**src/rtl/kd_tree_pkg.sv**
```systemverilog
// Shared command codes and controller state encoding for the kd-tree root sequencer.
package kd_tree_pkg;

    localparam int CMD_W = 5;

    localparam logic [CMD_W-1:0] CMD_NOP       = 5'h00;
    localparam logic [CMD_W-1:0] CMD_RST       = 5'h1f;
    localparam logic [CMD_W-1:0] CMD_RST_DONE  = 5'h1e;
    localparam logic [CMD_W-1:0] CMD_FILL      = 5'h01;
    localparam logic [CMD_W-1:0] CMD_FILL_DONE = 5'h05;
    localparam logic [CMD_W-1:0] CMD_SORT      = 5'h14;
    localparam logic [CMD_W-1:0] CMD_SORT_DONE = 5'h15;
    localparam logic [CMD_W-1:0] CMD_POINT     = 5'h16;
    localparam logic [CMD_W-1:0] CMD_BEST      = 5'h18;

    typedef enum logic [2:0] {
        ST_IDLE,
        ST_RST,
        ST_FILL,
        ST_SORT_START,
        ST_SORT_WAIT,
        ST_READY,
        ST_QUERY,
        ST_ERR
    } kd_state_e;

endpackage

```
**src/rtl/kd_tree_ctrl_if.sv**
```systemverilog
// Front-end streams, result port and root-node command/data bus of the kd-tree sequencer.
interface kd_tree_ctrl_if #(
    parameter int DIM   = 3,
    parameter int DIM_W = 8
);
    import kd_tree_pkg::*;

    localparam int CENTER_W = DIM * DIM_W;
    localparam int DATA_W   = 2 * CENTER_W;

    logic                start;
    logic                ctr_valid;
    logic [CENTER_W-1:0] ctr_data;
    logic                ctr_ready;
    logic                pt_valid;
    logic [CENTER_W-1:0] pt_data;
    logic                pt_ready;
    logic                best_valid;
    logic [CENTER_W-1:0] best_data;
    logic                best_ready;
    logic [CMD_W-1:0]    tree_cmd;
    logic [DATA_W-1:0]   tree_data;
    logic [CMD_W-1:0]    tree_cmd_in;
    logic [DATA_W-1:0]   tree_data_in;
    logic                busy;
    logic                built;
    logic                timeout_err;

    modport master (
        input  start, ctr_valid, ctr_data, pt_valid, pt_data, best_ready,
               tree_cmd_in, tree_data_in,
        output ctr_ready, pt_ready, best_valid, best_data, tree_cmd, tree_data,
               busy, built, timeout_err
    );

    modport slave (
        output start, ctr_valid, ctr_data, pt_valid, pt_data, best_ready,
               tree_cmd_in, tree_data_in,
        input  ctr_ready, pt_ready, best_valid, best_data, tree_cmd, tree_data,
               busy, built, timeout_err
    );

endinterface

```
**src/rtl/kd_tree_timer.sv**
```systemverilog
// Acknowledge watchdog: counts enabled cycles, restarted by clr, flags the last allowed cycle.
module kd_tree_timer #(
    parameter int TIMEOUT = 1024
) (
    input  logic clk,
    input  logic reset,
    input  logic clr,
    input  logic en,
    output logic expired
);
    localparam int TW = $clog2(TIMEOUT + 1);

    logic [TW-1:0] cnt_q, cnt_d;

    always_comb begin
        cnt_d = cnt_q;
        if (clr)     cnt_d = '0;
        else if (en) cnt_d = cnt_q + 1'b1;
    end

    always_ff @(posedge clk) begin
        if (reset) cnt_q <= '0;
        else       cnt_q <= cnt_d;
    end

    // Asserted during the TIMEOUT-th enabled cycle so the error lands exactly TIMEOUT cycles in.
    assign expired = en && (cnt_q == TW'(TIMEOUT - 1));

endmodule

```
**src/rtl/kd_tree_ctrl.sv**
```systemverilog
// Root-node sequencer: reset, center fill, sort, then point queries returning the best center.
// Optional KD_TREE_CTRL_STATS_EN adds build_cycles / query_count outputs.
module kd_tree_ctrl
    import kd_tree_pkg::*;
#(
    parameter int DIM       = 3,
    parameter int DIM_W     = 8,
    parameter int N_CENTERS = 7,
    parameter int TIMEOUT   = 1024
) (
    input  logic clk,
    input  logic reset,
    kd_tree_ctrl_if.master bus
`ifdef KD_TREE_CTRL_STATS_EN
    ,
    output logic [31:0] build_cycles,
    output logic [31:0] query_count
`endif
);
    localparam int CENTER_W = DIM * DIM_W;
    localparam int DATA_W   = 2 * CENTER_W;
    localparam int CNT_W    = $clog2(N_CENTERS + 1);

    kd_state_e           state_q, state_d;
    logic [CNT_W-1:0]    cnt_q, cnt_d;
    logic [CMD_W-1:0]    cmd_q, cmd_d;
    logic [DATA_W-1:0]   data_q, data_d;
    logic [CENTER_W-1:0] point_q, point_d, best_q, best_d;
    logic                best_vld_q, best_vld_d;
    logic                built_q, built_d, err_q, err_d;
    logic                ctr_hs, pt_hs, start_ok, tmo_en, tmo_exp;

    assign bus.ctr_ready = (state_q == ST_FILL) && (cnt_q < CNT_W'(N_CENTERS));
    assign bus.pt_ready  = (state_q == ST_READY) && (!best_vld_q || bus.best_ready);
    assign ctr_hs        = bus.ctr_valid && bus.ctr_ready;
    assign pt_hs         = bus.pt_valid && bus.pt_ready;
    assign start_ok      = bus.start &&
                           (state_q == ST_IDLE || state_q == ST_READY || state_q == ST_ERR);

    assign tmo_en = (state_q == ST_RST) || (state_q == ST_SORT_WAIT) || (state_q == ST_QUERY) ||
                    ((state_q == ST_FILL) && (cnt_q == CNT_W'(N_CENTERS)));

    kd_tree_timer #(.TIMEOUT(TIMEOUT)) u_timer (
        .clk     (clk),
        .reset   (reset),
        .clr     (state_d != state_q),
        .en      (tmo_en),
        .expired (tmo_exp)
    );

    always_comb begin
        state_d    = state_q;
        cnt_d      = cnt_q;
        point_d    = point_q;
        best_d     = best_q;
        best_vld_d = best_vld_q && !bus.best_ready;
        built_d    = built_q;
        err_d      = err_q;

        case (state_q)
            ST_IDLE: if (start_ok) state_d = ST_RST;
            ST_RST: begin
                cnt_d = '0;
                if (bus.tree_cmd_in == CMD_RST_DONE) state_d = ST_FILL;
                else if (tmo_exp)                    state_d = ST_ERR;
            end
            ST_FILL: begin
                if (ctr_hs) cnt_d = cnt_q + 1'b1;
                if (bus.tree_cmd_in == CMD_FILL_DONE) state_d = ST_SORT_START;
                else if (tmo_exp)                     state_d = ST_ERR;
            end
            ST_SORT_START: state_d = ST_SORT_WAIT;
            ST_SORT_WAIT: begin
                if (bus.tree_cmd_in == CMD_SORT_DONE) begin
                    state_d = ST_READY;
                    built_d = 1'b1;
                end else if (tmo_exp) begin
                    state_d = ST_ERR;
                end
            end
            ST_READY: begin
                if (start_ok) begin
                    state_d = ST_RST;
                end else if (pt_hs) begin
                    point_d = bus.pt_data;
                    state_d = ST_QUERY;
                end
            end
            ST_QUERY: begin
                if (bus.tree_cmd_in == CMD_BEST) begin
                    best_d     = bus.tree_data_in[CENTER_W-1:0];
                    best_vld_d = 1'b1;
                    state_d    = ST_READY;
                end else if (tmo_exp) begin
                    state_d = ST_ERR;
                end
            end
            ST_ERR: if (start_ok) state_d = ST_RST;
            default: state_d = ST_IDLE;
        endcase

        if (state_d == ST_RST && state_q != ST_RST) begin
            err_d   = 1'b0;
            built_d = 1'b0;
        end
        if (state_d == ST_ERR) begin
            err_d   = 1'b1;
            built_d = 1'b0;
        end

        // Command register follows the state being entered, so the bus lines up with state_q.
        cmd_d  = CMD_NOP;
        data_d = '0;
        case (state_d)
            ST_RST:        cmd_d = CMD_RST;
            ST_SORT_START: cmd_d = CMD_SORT;
            ST_QUERY: begin
                cmd_d  = CMD_POINT;
                data_d = {{CENTER_W{1'b0}}, point_d};
            end
            ST_FILL: begin
                if (ctr_hs) begin
                    cmd_d  = CMD_FILL;
                    data_d = {{CENTER_W{1'b0}}, bus.ctr_data};
                end
            end
            default: ;
        endcase
    end

    always_ff @(posedge clk) begin
        if (reset) begin
            state_q    <= ST_IDLE;
            cnt_q      <= '0;
            cmd_q      <= CMD_NOP;
            data_q     <= '0;
            point_q    <= '0;
            best_q     <= '0;
            best_vld_q <= 1'b0;
            built_q    <= 1'b0;
            err_q      <= 1'b0;
        end else begin
            state_q    <= state_d;
            cnt_q      <= cnt_d;
            cmd_q      <= cmd_d;
            data_q     <= data_d;
            point_q    <= point_d;
            best_q     <= best_d;
            best_vld_q <= best_vld_d;
            built_q    <= built_d;
            err_q      <= err_d;
        end
    end

    assign bus.tree_cmd    = cmd_q;
    assign bus.tree_data   = data_q;
    assign bus.best_valid  = best_vld_q;
    assign bus.best_data   = best_q;
    assign bus.built       = built_q;
    assign bus.timeout_err = err_q;
    assign bus.busy        = (state_q == ST_RST) || (state_q == ST_FILL) ||
                             (state_q == ST_SORT_START) || (state_q == ST_SORT_WAIT) ||
                             (state_q == ST_QUERY);

`ifdef KD_TREE_CTRL_STATS_EN
    logic [31:0] bc_q, bc_lat_q, qc_q;

    always_ff @(posedge clk) begin
        if (reset) begin
            bc_q     <= '0;
            bc_lat_q <= '0;
            qc_q     <= '0;
        end else begin
            if (start_ok)
                bc_q <= 32'd0;
            else if (state_q == ST_RST || state_q == ST_FILL ||
                     state_q == ST_SORT_START || state_q == ST_SORT_WAIT)
                bc_q <= bc_q + 32'd1;
            if (state_q == ST_SORT_WAIT && state_d == ST_READY) bc_lat_q <= bc_q + 32'd1;
            if (state_q == ST_QUERY && state_d == ST_READY)     qc_q <= qc_q + 32'd1;
        end
    end

    assign build_cycles = bc_lat_q;
    assign query_count  = qc_q;
`endif

endmodule

```
**src/flat_wrapper.sv**
```systemverilog
// flat-port wrapper written by rule: the top's interface ports become plain ports
module kd_tree_ctrl_flat import kd_tree_pkg::*;
#(
    parameter int DIM       = 3,
    parameter int DIM_W     = 8,
    parameter int N_CENTERS = 7,
    parameter int TIMEOUT   = 1024
)
  (clk, reset, bus_start, bus_ctr_valid, bus_ctr_data, bus_pt_valid, bus_pt_data, bus_best_ready, bus_tree_cmd_in, bus_tree_data_in, bus_ctr_ready, bus_pt_ready, bus_best_valid, bus_best_data, bus_tree_cmd, bus_tree_data, bus_busy, bus_built, bus_timeout_err);
  kd_tree_ctrl_if #(.DIM(DIM), .DIM_W(DIM_W)) bus_i ();
  input  logic clk;
  input  logic reset;
  input wire logic [$bits(bus_i.start)-1:0] bus_start;
  input wire logic [$bits(bus_i.ctr_valid)-1:0] bus_ctr_valid;
  input wire logic [$bits(bus_i.ctr_data)-1:0] bus_ctr_data;
  input wire logic [$bits(bus_i.pt_valid)-1:0] bus_pt_valid;
  input wire logic [$bits(bus_i.pt_data)-1:0] bus_pt_data;
  input wire logic [$bits(bus_i.best_ready)-1:0] bus_best_ready;
  input wire logic [$bits(bus_i.tree_cmd_in)-1:0] bus_tree_cmd_in;
  input wire logic [$bits(bus_i.tree_data_in)-1:0] bus_tree_data_in;
  output wire logic [$bits(bus_i.ctr_ready)-1:0] bus_ctr_ready;
  output wire logic [$bits(bus_i.pt_ready)-1:0] bus_pt_ready;
  output wire logic [$bits(bus_i.best_valid)-1:0] bus_best_valid;
  output wire logic [$bits(bus_i.best_data)-1:0] bus_best_data;
  output wire logic [$bits(bus_i.tree_cmd)-1:0] bus_tree_cmd;
  output wire logic [$bits(bus_i.tree_data)-1:0] bus_tree_data;
  output wire logic [$bits(bus_i.busy)-1:0] bus_busy;
  output wire logic [$bits(bus_i.built)-1:0] bus_built;
  output wire logic [$bits(bus_i.timeout_err)-1:0] bus_timeout_err;
  assign bus_i.start = bus_start;
  assign bus_i.ctr_valid = bus_ctr_valid;
  assign bus_i.ctr_data = bus_ctr_data;
  assign bus_i.pt_valid = bus_pt_valid;
  assign bus_i.pt_data = bus_pt_data;
  assign bus_i.best_ready = bus_best_ready;
  assign bus_i.tree_cmd_in = bus_tree_cmd_in;
  assign bus_i.tree_data_in = bus_tree_data_in;
  assign bus_ctr_ready = bus_i.ctr_ready;
  assign bus_pt_ready = bus_i.pt_ready;
  assign bus_best_valid = bus_i.best_valid;
  assign bus_best_data = bus_i.best_data;
  assign bus_tree_cmd = bus_i.tree_cmd;
  assign bus_tree_data = bus_i.tree_data;
  assign bus_busy = bus_i.busy;
  assign bus_built = bus_i.built;
  assign bus_timeout_err = bus_i.timeout_err;
  kd_tree_ctrl #(.DIM(DIM), .DIM_W(DIM_W), .N_CENTERS(N_CENTERS), .TIMEOUT(TIMEOUT)) u_core (.clk(clk), .reset(reset), .bus(bus_i));
endmodule
```
**config.mk**
```make
export PLATFORM = sky130hd
export DESIGN_NAME = kd_tree_ctrl_flat
export DESIGN_NICKNAME = d
export VERILOG_FILES = /design/src/rtl/kd_tree_pkg.sv /design/src/rtl/kd_tree_ctrl_if.sv /design/src/rtl/kd_tree_timer.sv /design/src/rtl/kd_tree_ctrl.sv /design/src/flat_wrapper.sv
export SDC_FILE = /design/constraint.sdc
export NUM_CORES = 1
export LEC_CHECK = 0
export CELL_PAD_IN_SITES_DETAIL_PLACEMENT = 0
export CELL_PAD_IN_SITES_GLOBAL_PLACEMENT = 1
export CORE_MARGIN = 1.5
export CORE_UTILIZATION = 33
export DETAILED_ROUTE_END_ITERATION = 10
export PLACE_DENSITY_LB_ADDON = 0.1
export SLEW_MARGIN = 30
export SYNTH_ARGS = -nofsm -noshare
export SYNTH_HDL_FRONTEND = slang
export SYNTH_HIERARCHICAL = 1
export SYNTH_SLANG_ARGS = --single-unit
```
**constraint.sdc**
```tcl
create_clock -name clk -period 5.1 [get_ports clk]
set_input_delay 0.765 -clock clk [delete_from_list [all_inputs] [get_ports clk]]
set_output_delay 0.765 -clock clk [all_outputs]
set_load 0.01 [all_outputs]
```
==> results.md <==
* Total negative setup slack at 0 ns
* Synthesis-to-finish area growth at 38.5%
* Max_slew headroom at a little over half
* Time the worst path needs with I/O delays and setup at roughly 4 ns
* Pins Over Slew Limit at 0
* Buffers from clock root to sink, at most at 2
* Result of the run: completed
* Async S/R FF share, synth at 0%
* Total half-perimeter wirelength after legalization and detailed placement at 7680 µm
* CTS-repair resized insts at 0
* Delay of the slowest critical-path stage at about 0.76 ns
* Total Wirelength at 11700 µm
* Count of H-tree levels built during CTS at 3
* Unrepaired setup endpoints after global routing: no
* Number of warnings printed during yosys synthesis at 6
* Global routing usage summed across all routing layers at 16.6%
* Fin worst setup slack at ~1.1 ns
* Transition at the pin with the smallest max-transition slack at slightly below 0.7 ns
* Peak Freq at 251 MHz
* Layout Nets at 725
* Initial antenna violation count at 0
* Number of vias per cell at 4.87
* Total of flip-flops plus latches after synthesis at 96
* Post-synthesis average cell area at 9.10 µm²
* Via total after detailed routing at 3880
* Type of element capturing the critical path: flip-flop
* MaxCap Viol Count at 0
* 1st-iter DRT viols at ~160
* Finish-stage setup viols at 0
* Clk sinks at 96
* Number of CTS-inserted buffers at 9
* CTS tree: done
* Die area at around 14000 µm²
* Worst Hold Class: flip-flop to flip-flop
* First-pass GRT wire length at 18800 µm
* Die Span Y at 120 µm
* EDFF count, synth at 0
* Critical Setup Path Class: flip-flop to flip-flop
* Cell Area, Synth at between 4000 and 5000 µm²
* Leakage at 2.22 nW
* Number of standard cells after synthesis at 493
* Top-level I/O count at 190
* Count of buffers inserted at the top-level ports at ~140
* Clock Tree Root: sky130_fd_sc_hd__clkbuf_16
* Worst-path cell with the longest stage delay: sky130_fd_sc_hd__dfxtp_1
* Most used DFF post-synth: sky130_fd_sc_hd__dfxtp_1
* Antenna-violating nets left at 0
* Required time at the worst-slack endpoint at around 5.3 ns
* Filler cell count at 1301
* DIE WIDTH at 120 µm
* Number of buffers added to fix hold violations after cts at 0
* Avg WL per Cell at 14.7 µm
* Number of distinct standard cells referenced by the synthesized netlist at 62
* Final weighted congestion in routability-driven placement at 0.769
* Gr ovfl total at 0
* Number of global-route vias before repair at ~3600
* CP Max Fanout at 21
* Core region area at 13200 µm²
* Initial core utilization at 33.9%
* Max Clock Skew at 0.00577 ns
* Clk Latency, worst-skew pair at about 0.34 ns
* Worst supply voltage drop on vdd at 0.164 mV
* Pwr per Cell Area at 298 nW/µm²
* Largest net degree at the start of global routing at 44
* Number of detailed-routing iterations run before antenna repair at 4
* Commonest non-fill, non-tap cells in the layout: sky130_fd_sc_hd__clkdlybuf4s50_1 (140), sky130_fd_sc_hd__dfxtp_1 (96), sky130_fd_sc_hd__nand2_1 (58), sky130_fd_sc_hd__a21oi_1 (39), sky130_fd_sc_hd__nand3_1 (34)
* Buffer count from post-CTS setup fixing at 0
* Most common cell after layout, fill and taps aside: sky130_fd_sc_hd__clkdlybuf4s50_1
* Startpoint type of the worst setup path: flip-flop
* Number of antenna diodes at 0
* Data arrival at the endpoint of the critical path at 4.23 ns
* Fin. Hold Viols at 0
* Sequential share of the synthesized area at 42.8%
* Dpl ws at 1.17 ns
* Cell with the most instances on the worst path: sky130_fd_sc_hd__nor2_1
* Fraction of layout cells with a size suffix above 1 at 8.71%
* Post-route DRC at 0
* Cell chain of the critical path: nand2b_1 > o22ai_1 > buf_4 > nand4_1 > or4_4 > nor2_1 > o21ai_0 > a31o_2 > o221a_2 > a21oi_1 > o221ai_1 > nor2_1 > nand2_1 > o41ai_1
* Clock transition at path regs at 0.07 ns
* Final cycle utilization of the critical path at 78.2%
* Number of core rows at 42
==> path summary, 6_finish.rpt <==
| check | from | end | slack [ns] | cells past startpoint |
|---|---|---|---|---|
| min | u_core/bus.best_data[11] | u_core/bus.best_data[11] | 0.45 | 2 |
| max reg2reg | u_core/state_q[0] | u_core/u_timer/cnt_q[9] | 1.11 | 14 |
| max | u_core/state_q[0] | u_core/u_timer/cnt_q[9] | 1.11 | 14 |
| min reg2reg | u_core/bus.best_data[11] | u_core/bus.best_data[11] | 0.45 | 2 |
==> Yosys cell counts, types with 4 or more instances <==
library cell               number  area [µm²]
sky130_fd_sc_hd__dfxtp_1       96        1920
sky130_fd_sc_hd__nand2_1       58         218
sky130_fd_sc_hd__a21oi_1       39         195
sky130_fd_sc_hd__nand3_1       35         175
sky130_fd_sc_hd__nor2_1        33         124
sky130_fd_sc_hd__buf_4         30         225
sky130_fd_sc_hd__mux2i_1       19         190
sky130_fd_sc_hd__or3b_1        17         149
sky130_fd_sc_hd__a211oi_1      14         105
sky130_fd_sc_hd__clkbuf_1      14        52.6
sky130_fd_sc_hd__a211oi_2      12         150
sky130_fd_sc_hd__buf_2         12        60.1
sky130_fd_sc_hd__nor2b_1       10        62.6
sky130_fd_sc_hd__mux2_1         7        78.8
sky130_fd_sc_hd__nor3_1         6        30.0
sky130_fd_sc_hd__buf_6          5        56.3
sky130_fd_sc_hd__nand2b_1       5        31.3
sky130_fd_sc_hd__inv_1          4        15.0
sky130_fd_sc_hd__nand4_1        4        25.0
==> layer usage <==
layer | routed length (µm) | up-vias | GRT usage [%]
met5 | 0 | - | 0
met4 | 182 | 0 | 6.85
met3 | 852 | 10 | 4.90
met2 | 5000 | 134 | 24.5
met1 | 5660 | 1800 | 22.7
li1 | - | 1936 | -
==> stage by stage <==
| step | utilization [%] | area [µm²] | hold slack [ns] | power (mW) | std cells |
|---|---|---|---|---|---|
| floorplan | - | 4570 | 0.447 | 0.991 | 516 |
| global placement | 44.4 | 5880 | 0.442 | 1.10 | 780 |
| detailed placement | 44.4 | 5880 | 0.449 | 1.11 | 780 |
| CTS | 46.9 | 6210 | 0.456 | 1.87 | 796 |
| global route | 46.9 | 6210 | 0.473 | 1.93 | 796 |
| finish | 46.9 | 6210 | 0.453 | 1.85 | 796 |
==> kinds of logic after synthesis <==
family | count (synthesis) | share of synthesized area, %
adder cells (fa/ha/maj) | 4 | 1.06
buffers and inverters | 68 | 9.37
AND/OR/NAND/NOR | 196 | 23.5
AO/OA/AOI/OAI | 98 | 16.3
other | 1 | 0.0836
XOR/XNOR | 4 | 0.781
multiplexers | 26 | 6.00
flip-flops | 96 | 42.8
==> state kept, by name, indices dropped and copies added, names as in the netlist <==
signal,count
u_core/cnt_q,3
u_core/bus.timeout_err,1
u_core/bus.best_valid,1
u_core/bus.tree_data,24
u_core/state_q,3
u_core/u_timer/cnt_q,11
u_core/point_q,24
u_core/bus.best_data,24
u_core/bus.built,1
u_core/bus.tree_cmd,4
==> cell type report <==
class                           count  area (µm²)  share of cell area, %
Timing Repair Buffer              149        1470                   23.6
Clock inverter                      3        90.1                   1.45
Inverter                            7        26.3                  0.423
Clock buffer                       13         240                   3.87
Multi-Input combinational cell    352        2250                   36.2
Tap cell                          176         220                   3.54
Sequential cell                    96        1920                   30.9
==> report_power, final <==
| part | internal, mW | switching [mW] |
|---|---|---|
| Clock | 0.480 | 0.282 |
| Combinational | 0.140 | 0.168 |
| Sequential | 0.761 | 0.0168 |
==> worst max-delay path, delay by kind of cell, from the launching register on <==
family                 cells  cell delay, ns
AO/OA/AOI/OAI              7            1.39
buffers and inverters      1            0.20
flip-flops                 1            0.76
AND/OR/NAND/NOR            6            1.52
(Power assumes the default switching activity.)
